==> config.mk <==
export PLATFORM = sky130hd
export DESIGN_NAME = uart_tx_arbiter
export DESIGN_NICKNAME = d
export VERILOG_FILES = /design/src/rtl/uart_tx_arbiter.sv
export SDC_FILE = /design/constraint.sdc
export NUM_CORES = 1
export LEC_CHECK = 0
export ABC_CLOCK_PERIOD_IN_PS = 4800
export BUFFER_PORTS_ARGS = -buffer_cell sky130_fd_sc_hd__clkbuf_2
export CORE_MARGIN = 8
export CORE_UTILIZATION = 30
export DETAILED_ROUTE_END_ITERATION = 6
export PLACE_DENSITY_LB_ADDON = 0.1
export SETUP_SLACK_MARGIN = 0.15
export SYNTH_ARGS = -nofsm -noshare
export SYNTH_HDL_FRONTEND = slang
export SYNTH_SLANG_ARGS = --single-unit
==> constraint.sdc <==
create_clock -name clk -period 4.8 [get_ports clk]
set_clock_uncertainty 0.05 [all_clocks]
set_input_delay 0.72 -clock clk [delete_from_list [all_inputs] [get_ports clk]]
set_output_delay 0.72 -clock clk [all_outputs]
set_load 0.01 [all_outputs]
==> src/rtl/uart_tx_arbiter.sv <==
// Round-robin arbiter sharing one UART transmitter between NUM_REQ byte streams, with packet lock.
// Define UART_ARB_PRIO_EN to give requester 0 strict priority whenever no lock is held.
module uart_tx_arbiter #(
    parameter int unsigned NUM_REQ      = 4,
    parameter int unsigned PAYLOAD_BITS = 8,
    parameter int unsigned GAP_CYCLES   = 0,
    parameter int unsigned LOCK_TIMEOUT = 255
) (
    input  logic                            clk,
    input  logic                            resetn,
    input  logic [NUM_REQ-1:0]              req_valid,
    input  logic [NUM_REQ*PAYLOAD_BITS-1:0] req_data,
    input  logic [NUM_REQ-1:0]              req_last,
    output logic [NUM_REQ-1:0]              req_ready,
    output logic                            tx_en,
    output logic [PAYLOAD_BITS-1:0]         tx_data,
    input  logic                            tx_busy,
    output logic [$clog2(NUM_REQ)-1:0]      grant_id,
    output logic                            locked
);

    localparam int unsigned IW = $clog2(NUM_REQ);
    localparam int unsigned GW = (GAP_CYCLES > 1) ? $clog2(GAP_CYCLES) : 1;
    localparam int unsigned TW = (LOCK_TIMEOUT > 1) ? $clog2(LOCK_TIMEOUT) : 1;

    typedef enum logic [1:0] {ARB, LAUNCH, DRAIN, GAP} state_e;

    state_e                  state_q, state_d;
    logic [IW-1:0]           rr_ptr_q, rr_ptr_d;
    logic [IW-1:0]           grant_id_q, grant_id_d;
    logic                    locked_q, locked_d;
    logic                    tx_en_q, tx_en_d;
    logic [PAYLOAD_BITS-1:0] tx_data_q, tx_data_d;
    logic [GW-1:0]           gap_cnt_q, gap_cnt_d;
    logic [TW-1:0]           to_cnt_q, to_cnt_d;

    logic [NUM_REQ-1:0]      eligible;
    logic [IW-1:0]           win_idx;
    logic                    win_found;
    logic                    xfer;
    logic                    lock_count;
    logic                    lock_expire;

    // Winner search starts just after the last grantee, so a finished owner drops to lowest priority.
    always_comb begin
        logic [IW-1:0] idx;
        idx       = '0;
        eligible  = locked_q ? (req_valid & (NUM_REQ'(1) << grant_id_q)) : req_valid;
        win_found = 1'b0;
        win_idx   = '0;
        for (int unsigned k = 1; k <= NUM_REQ; k++) begin
            idx = IW'((32'(rr_ptr_q) + k) % NUM_REQ);
            if (!win_found && eligible[idx]) begin
                win_found = 1'b1;
                win_idx   = idx;
            end
        end
`ifdef UART_ARB_PRIO_EN
        if (!locked_q && req_valid[0]) begin
            win_found = 1'b1;
            win_idx   = '0;
        end
`endif
    end

    assign xfer        = resetn && (state_q == ARB) && !tx_busy && win_found;
    assign lock_count  = (LOCK_TIMEOUT != 0) && (state_q == ARB) && locked_q && !req_valid[grant_id_q];
    assign lock_expire = lock_count && (to_cnt_q == TW'(LOCK_TIMEOUT - 1));

    always_ff @(posedge clk) begin
        if (!resetn) begin
            state_q <= ARB;
        end else begin
            state_q <= state_d;
        end
    end

    always_comb begin
        state_d = state_q;
        case (state_q)
            ARB:     if (xfer) state_d = LAUNCH;
            LAUNCH:  state_d = DRAIN;
            DRAIN:   if (!tx_busy) state_d = (GAP_CYCLES > 0) ? GAP : ARB;
            GAP:     if (gap_cnt_q == GW'(GAP_CYCLES - 1)) state_d = ARB;
            default: state_d = ARB;
        endcase
    end

    always_comb begin
        req_ready = '0;
        if (xfer) req_ready[win_idx] = 1'b1;
    end

    always_comb begin
        tx_en_d    = xfer;
        tx_data_d  = tx_data_q;
        grant_id_d = grant_id_q;
        rr_ptr_d   = rr_ptr_q;
        locked_d   = locked_q;
        to_cnt_d   = to_cnt_q;
        gap_cnt_d  = (state_q == GAP && state_d == GAP) ? gap_cnt_q + 1'b1 : '0;
        if (xfer) begin
            tx_data_d  = req_data[32'(win_idx)*PAYLOAD_BITS +: PAYLOAD_BITS];
            grant_id_d = win_idx;
            rr_ptr_d   = win_idx;
            locked_d   = !req_last[win_idx];
            to_cnt_d   = '0;
        end else if (lock_expire) begin
            locked_d = 1'b0;
            to_cnt_d = '0;
        end else if (lock_count) begin
            to_cnt_d = to_cnt_q + 1'b1;
        end
    end

    always_ff @(posedge clk) begin
        if (!resetn) begin
            tx_en_q    <= 1'b0;
            tx_data_q  <= '0;
            grant_id_q <= '0;
            rr_ptr_q   <= IW'(NUM_REQ - 1);
            locked_q   <= 1'b0;
            gap_cnt_q  <= '0;
            to_cnt_q   <= '0;
        end else begin
            tx_en_q    <= tx_en_d;
            tx_data_q  <= tx_data_d;
            grant_id_q <= grant_id_d;
            rr_ptr_q   <= rr_ptr_d;
            locked_q   <= locked_d;
            gap_cnt_q  <= gap_cnt_d;
            to_cnt_q   <= to_cnt_d;
        end
    end

    assign tx_en    = tx_en_q;
    assign tx_data  = tx_data_q;
    assign grant_id = grant_id_q;
    assign locked   = locked_q;

endmodule

; ---- Word-level counts from Yosys, hierarchy flattened
; Index checks and enable logic that the tools add are counted.
[totals]
ff_bits = 25
latch_bits = 0
ram_bits = 0
romBits = 0
inputBits = 43
out_inout_bits = 16
word_cells = 81
mem_count = 0
[classes]
addsub = 6
n_mul = 0
div = 0
magnitude_cmp = 7
eq_ne = 5
shifts = 2
muxes = 30
n_bitwise = 2
reduce_logical = 21
[op_table]
columns = op, n
row1 = $shiftx 32x6->8, 1
row2 = $lt 2x3->1 const B, 6
row3 = $mux 2, 7
row4 = $mux 1, 13
row5 = $bmux 1 s2, 6
row6 = $logic_and 1x1->1, 11
row7 = $add 8x1->8 const B, 1
row8 = $eq 8x8->1 const B, 1
row9 = $mux 4, 2
row10 = $pmux 2 s4, 1
row11 = $eq 2x2->1 const B, 3
row12 = $logic_not 1->1, 6
row13 = $add 2x1->2 const B, 2
row14 = $add 2x2->2 const B, 2
row15 = $and 4x4->4, 1
row16 = $shl 1x2->4 const A, 1
row17 = $reduce_or 3->1, 1
row18 = $demux 1 s2, 1
row19 = $eq 2x1->1 const B, 1
row20 = $ge 2x1->1 const B, 1
row21 = $logic_not 2->1, 1
row22 = $reduce_and 2->1, 1
row23 = $reduce_bool 2->1, 1
row24 = $add 1x1->1 const B, 1
row25 = $not 1->1, 1

; ---- Logic depth before layout (Yosys ltp)
[depth]
depth_word = 21
depth_mapped = 11
ltp_nobuf = 8

; ---- Least setup slack after synthesis
; Ideal clock, no wire load.
[synth_timing]
path_type = input -> output
from = input port req_valid[1]
to = output port req_ready[1]
arrival_ps = 2332
required_time_ps = 4030
setup_slack_ps = 1698
path_stages = 8
path_buffers = 2
path_cell_list = mux2_4 -> a211oi_2 -> o2bb2ai_1 -> nor4_1 -> buf_2 -> buf_4 -> nand2_1 -> nor3_1
[synth_via]
elab_chain_cells = 19
word_cells_on_any_way = 31
cone_classes = order compare (2) / mux (20) / bitwise (1) / reduce/logical (8)
[synth_rtl]
columns = item, line
row1 = from (decl), 11  ; input logic [NUM_REQ-1:0] req_valid,
row2 = $and 4x4->4, 48  ; eligible = locked_q ? (req_valid & (NUM_REQ'(1) << grant_id_q)) : req_valid;
row3 = $mux 4 *, 48
row4 = $bmux 1 s2, 53  ; if (!win_found && eligible[idx]) begin
row5 = $mux 1 (not written as such), 53
row6 = $mux 1, 53
row7 = $logic_not 1->1, 53
row8 = $logic_and 1x1->1, 53
row9 = $mux 1, 53
row10 = [3 not listed], --
row11 = $logic_not 1->1, 53
row12 = $logic_and 1x1->1, 53
row13 = $mux 2, 53
row14 = $lt 2x3->1 (not written as such) or $ge 2x1->1 (tied branches), 91  ; if (xfer) req_ready[win_idx] = 1'b1;
row15 = $logic_and 1x1->1 (not written as such), 91
row16 = $mux 1 (not written as such), 91
row17 = $demux 1 s2, 91
row18 = $mux 4 *, 91
row19 = to (decl), 14  ; output logic [NUM_REQ-1:0] req_ready,
; Mark *: on every way between the ends. The rest lies on a longest branch, timed or not. The select of a mux whose other input is x is not followed.

; ---- Final worst setup path
[layout_timing]
from = register rr_ptr_q[0]
to = output port req_ready[1]
[layout_via]
elab_chain_cells = 18
word_cells_on_any_way = 33
cone_classes = add/sub (4) / order compare (2) / mux (19) / reduce/logical (8)
[layout_rtl]
columns = item, line
row1 = from (decl), 29  ; logic [IW-1:0] rr_ptr_q, rr_ptr_d;
row2 = from (signal assigned), 121  ; rr_ptr_q <= IW'(NUM_REQ - 1);
row3 = from (signal assigned), 129  ; rr_ptr_q <= rr_ptr_d;
row4 = $add 2x1->2, 52  ; idx = IW'((32'(rr_ptr_q) + k) % NUM_REQ);
row5 = $bmux 1 s2, 53
row6 = $mux 1 (not written as such), 53
row7 = $mux 1, 53
row8 = $logic_not 1->1, 53
row9 = $logic_and 1x1->1, 53
row10 = $mux 1, 53
row11 = $logic_not 1->1, 53
row12 = [2 not listed], --
row13 = $logic_not 1->1, 53
row14 = $logic_and 1x1->1, 53
row15 = $mux 2, 53
row16 = $lt 2x3->1 (not written as such) or $ge 2x1->1 (tied branches), 91
row17 = $logic_and 1x1->1 (not written as such), 91
row18 = $mux 1 (not written as such), 91
row19 = $demux 1 s2, 91
row20 = $mux 4 *, 91
; Marked as above.

==> results.md <==
- Status: complete, no violations
- Total gr overflow: 0
- Reg2reg setup slack: 1540 ps
- Die ar.: 8340 um2
- Fin util: approximately 38%
- GR Util All Layers: 11.9%
- Sw frac: 44.3%
- Syn nets: approximately 240
- Register area share after synthesis: just under 30%
- Die height: 91.3 um
- Slowest CP cell: dfxtp_1
- Period Utilization, post-route: 75.6%
- Hold_buf cts: 0
- Non-Filler Instances: 320
- Ant diodes: 0
- Worst path max stage delay: roughly 740 ps
- Final estimated routing congestion in global placement: 0.777
- # rows: 27
- Combinational Power Share: roughly 50%
- Routed wire per std cell: 16.4 um
- Final Instance Area: 2070 um2
- Reg2Reg Capture Point: locked
- Synth area leader: dfxtp_1
- CP bufs+invs: 2
- CTS Buf Count: 3
- Crit path depth: 8
- Peak VDD IR: 0.188 mV
- Post-Place Cells: between 300 and 400
- First-pass GRT wire length: 8240 um
- Pwr dens: 403 nW/um2
- NetSw: 0.000370 W
- Longest Clk Path Bufs: 2
- # resized after CTS: 0
- Critical Path Source: rr_ptr_q[0]
- H-Tree Level Count: 1
- Largest cells by area after synthesis: dfxtp_1 29%, o31ai_1 6.6%, nand4b_1 5.1%, nor2_1 4.0%, a211oi_1 3.5%
- Synth unique cells: 48
- DR vias: around 1700
- Root buf cell: clkbuf_8
- Setup TNS: 0 ps
- Post-layout nets: 294
- CP delay by family, top: flip-flops
- Clock sinks: 25
- Drt pass-1 iters: 4
- HPWL after DPL: 3880 um
- Slew Limit Fails: 0
- Post-synth EDFFs: 0
- I/O Pins: 59
- Area grow syn2layout: 21.6%
- Crit start category: flip-flop
- RSZ-0062 raised after global routing: false
- # Post-CTS Setup Buffers: 0
- Synth async-reset ratio: 0%
- Sequential power share: 33.5%
- R2R Path Start: rr_ptr_q[0]
- Post-route ant nets: 0
- Via density: 5.24
- Post-synth top area share: 29.4%
- Port Buf Inserts: a little under 60
- Synthesized area: 1700 um2
- Worst reg2reg path depth: 8
- Die width: ~91 um
- Relative slew slack: 46.8%
- Worst Path Arrival: between 2000 and 3000 ps
- Peak Freq: 276 MHz
- Clk Latency, worst-skew pair: 270 ps
- Final Setup Violations: 0
- DR iter-0 viols: 83
- Worst path required time: 4030 ps
- CP endpoint: req_ready[1]
- Least-Margin Pin Slew: 798 ps
- Initial Utilization: 30.9%
- Routed WL: 5260 um
- Dpl cell area: about 2000 um2
- Yosys reg bits: 25
- CTS tree: yes
- Synth warnings: 0
- Fill count: 579
- Number of antenna violations at the first check in global routing: 0
- Ys flop type: dfxtp_1
- Pleak: 0.860 nW
- Hold WC Path Type: flip-flop to flip-flop
- Power share of the clock group: 15.4%
- Layout cells sized above 1: 33.1%
- Pint: 0.000465 W
- MaxCap Viol Count: 0
- Fin crit period: roughly 3600 ps
- Synth Instances: 198
- Avg Inst Size Synth: 8.60 um2
- Critical path class: flip-flop to output port
- Core area: around 5500 um2
- DRC: 0
- Maximum fanout along the worst path: 20
- Crit. End Element: output port
- Vias in the first global route: between 1500 and 2000
- Final Hold Fails: 0
- Largest net degree at the start of global routing: 21
- CTS clock-pin slew for the worst setup and hold paths: approximately 90 ps
- Worst-path cell chain: mux2_4, a211oi_2, o2bb2ai_1, nor4_2, buf_4, nand2_1, nor3_1, clkbuf_2
sequential cells by signal (all words and copies together), names as in the netlist:
name	count
tx_en	1
gap_cnt_q	1
rr_ptr_q	2
state_q	2
locked	1
tx_data	8
grant_id	2
to_cnt_q	8
worst min path at each step:
| stage | from | to | cells after the start |
|---|---|---|---|
| floorplan | gap_cnt_q | state_q[1] | 1 |
| global placement | gap_cnt_q | state_q[1] | 1 |
| detailed placement | gap_cnt_q | state_q[1] | 1 |
| CTS | gap_cnt_q | state_q[1] | 1 |
| global route | gap_cnt_q | state_q[1] | 1 |
| finish | gap_cnt_q | state_q[1] | 1 |
worst reg2reg max path, stage by stage, from the launching register on:
cell and delay (ps):
dfxtp_1 740, mux2_4 360, a211oi_2 330, o2bb2ai_1 140, nor4_2 150, buf_4 270
and2_1 640, mux2_4 360, o221ai_1 150
cells in the mapped netlist (5+ instances only):
master and instances:
a211oi_1 8, o31ai_1 15, a21boi_0 8, dfxtp_1 25, nand2_1 12, nand3_1 11, nand4b_1 10, a21oi_1 6
nor2_1 18, inv_1 5, buf_2 7, clkbuf_1 5
routing by layer:
| metal | GRT usage (%) | wire (um) | vias up |
|---|---|---|---|
| li1 | - | - | 850 |
| met2 | 19.4 | 2400 | 44 |
| met1 | 15.0 | 2470 | 780 |
| met5 | 0 | 0 | - |
| met3 | 3.37 | 326 | 4 |
| met4 | 3.27 | 59 | 0 |
cell type report:
type | instances | area (um2) | area share [%]
Inverter | 6 | 22.5 | 1.09
Tap cell | 72 | 90.1 | 4.35
Clock buffer | 3 | 41.3 | 1.99
Sequential cell | 25 | 500 | 24.2
Clock inverter | 1 | 5.00 | 0.242
Multi-Input combinational cell | 151 | 1090 | 52.7
Timing Repair Buffer | 62 | 320 | 15.5
power by group through the flow:
stage                     Clock, W  Sequential [W]  Combinational [W]
after floorplan                  0        0.000271           0.000337
after global placement           0        0.000285           0.000430
after detailed placement         0        0.000285           0.000425
after CTS                 0.000136        0.000280           0.000428
after global routing      0.000145        0.000286           0.000463
final                     0.000129        0.000280           0.000426
layout by cell type, fill, tap and decap left out, types with 3 or more instances in the layout:
cell type	synthesis	final
a21boi_0	8	8
a211oi_2	3	3
nand4b_1	10	10
xnor2_1	3	3
inv_1	5	5
dfxtp_1	25	25
xor2_1	4	4
nand2_1	12	12
and3_1	3	3
nand3_1	11	11
buf_4	1	4
a211oi_1	8	8
nand4_1	4	4
clkbuf_2	0	58
o211ai_1	3	3
nand2b_1	3	3
a21oi_1	6	6
o21ai_0	3	3
mux2_4	3	3
clkbuf_8	0	3
mux2i_1	3	3
nor2_1	18	18
o31ai_1	15	15
nor3_1	3	3
kinds of logic after synthesis:
| group | Yosys count | synth area share [%] |
|---|---|---|
| XOR/XNOR | 7 | 3.60 |
| multiplexers | 6 | 4.41 |
| buffers and inverters | 22 | 6.91 |
| AO/OA/AOI/OAI | 58 | 27.7 |
| AND/OR/NAND/NOR | 78 | 26.5 |
| adder cells (fa/ha/maj) | 2 | 1.47 |
| flip-flops | 25 | 29.4 |
metrics by stage:
| step | hold WS [ps] | power [W] | setup slack [ps] |
|---|---|---|---|
| floorplan | 376 | 0.000608 | 1700 |
| global placement | 392 | 0.000715 | 1280 |
| detailed placement | 412 | 0.000710 | 1280 |
| CTS | 420 | 0.000844 | 1180 |
| global route | 447 | 0.000895 | 940 |
| finish | 413 | 0.000835 | 1170 |
Note: power is estimated with default switching activity, not from simulation.
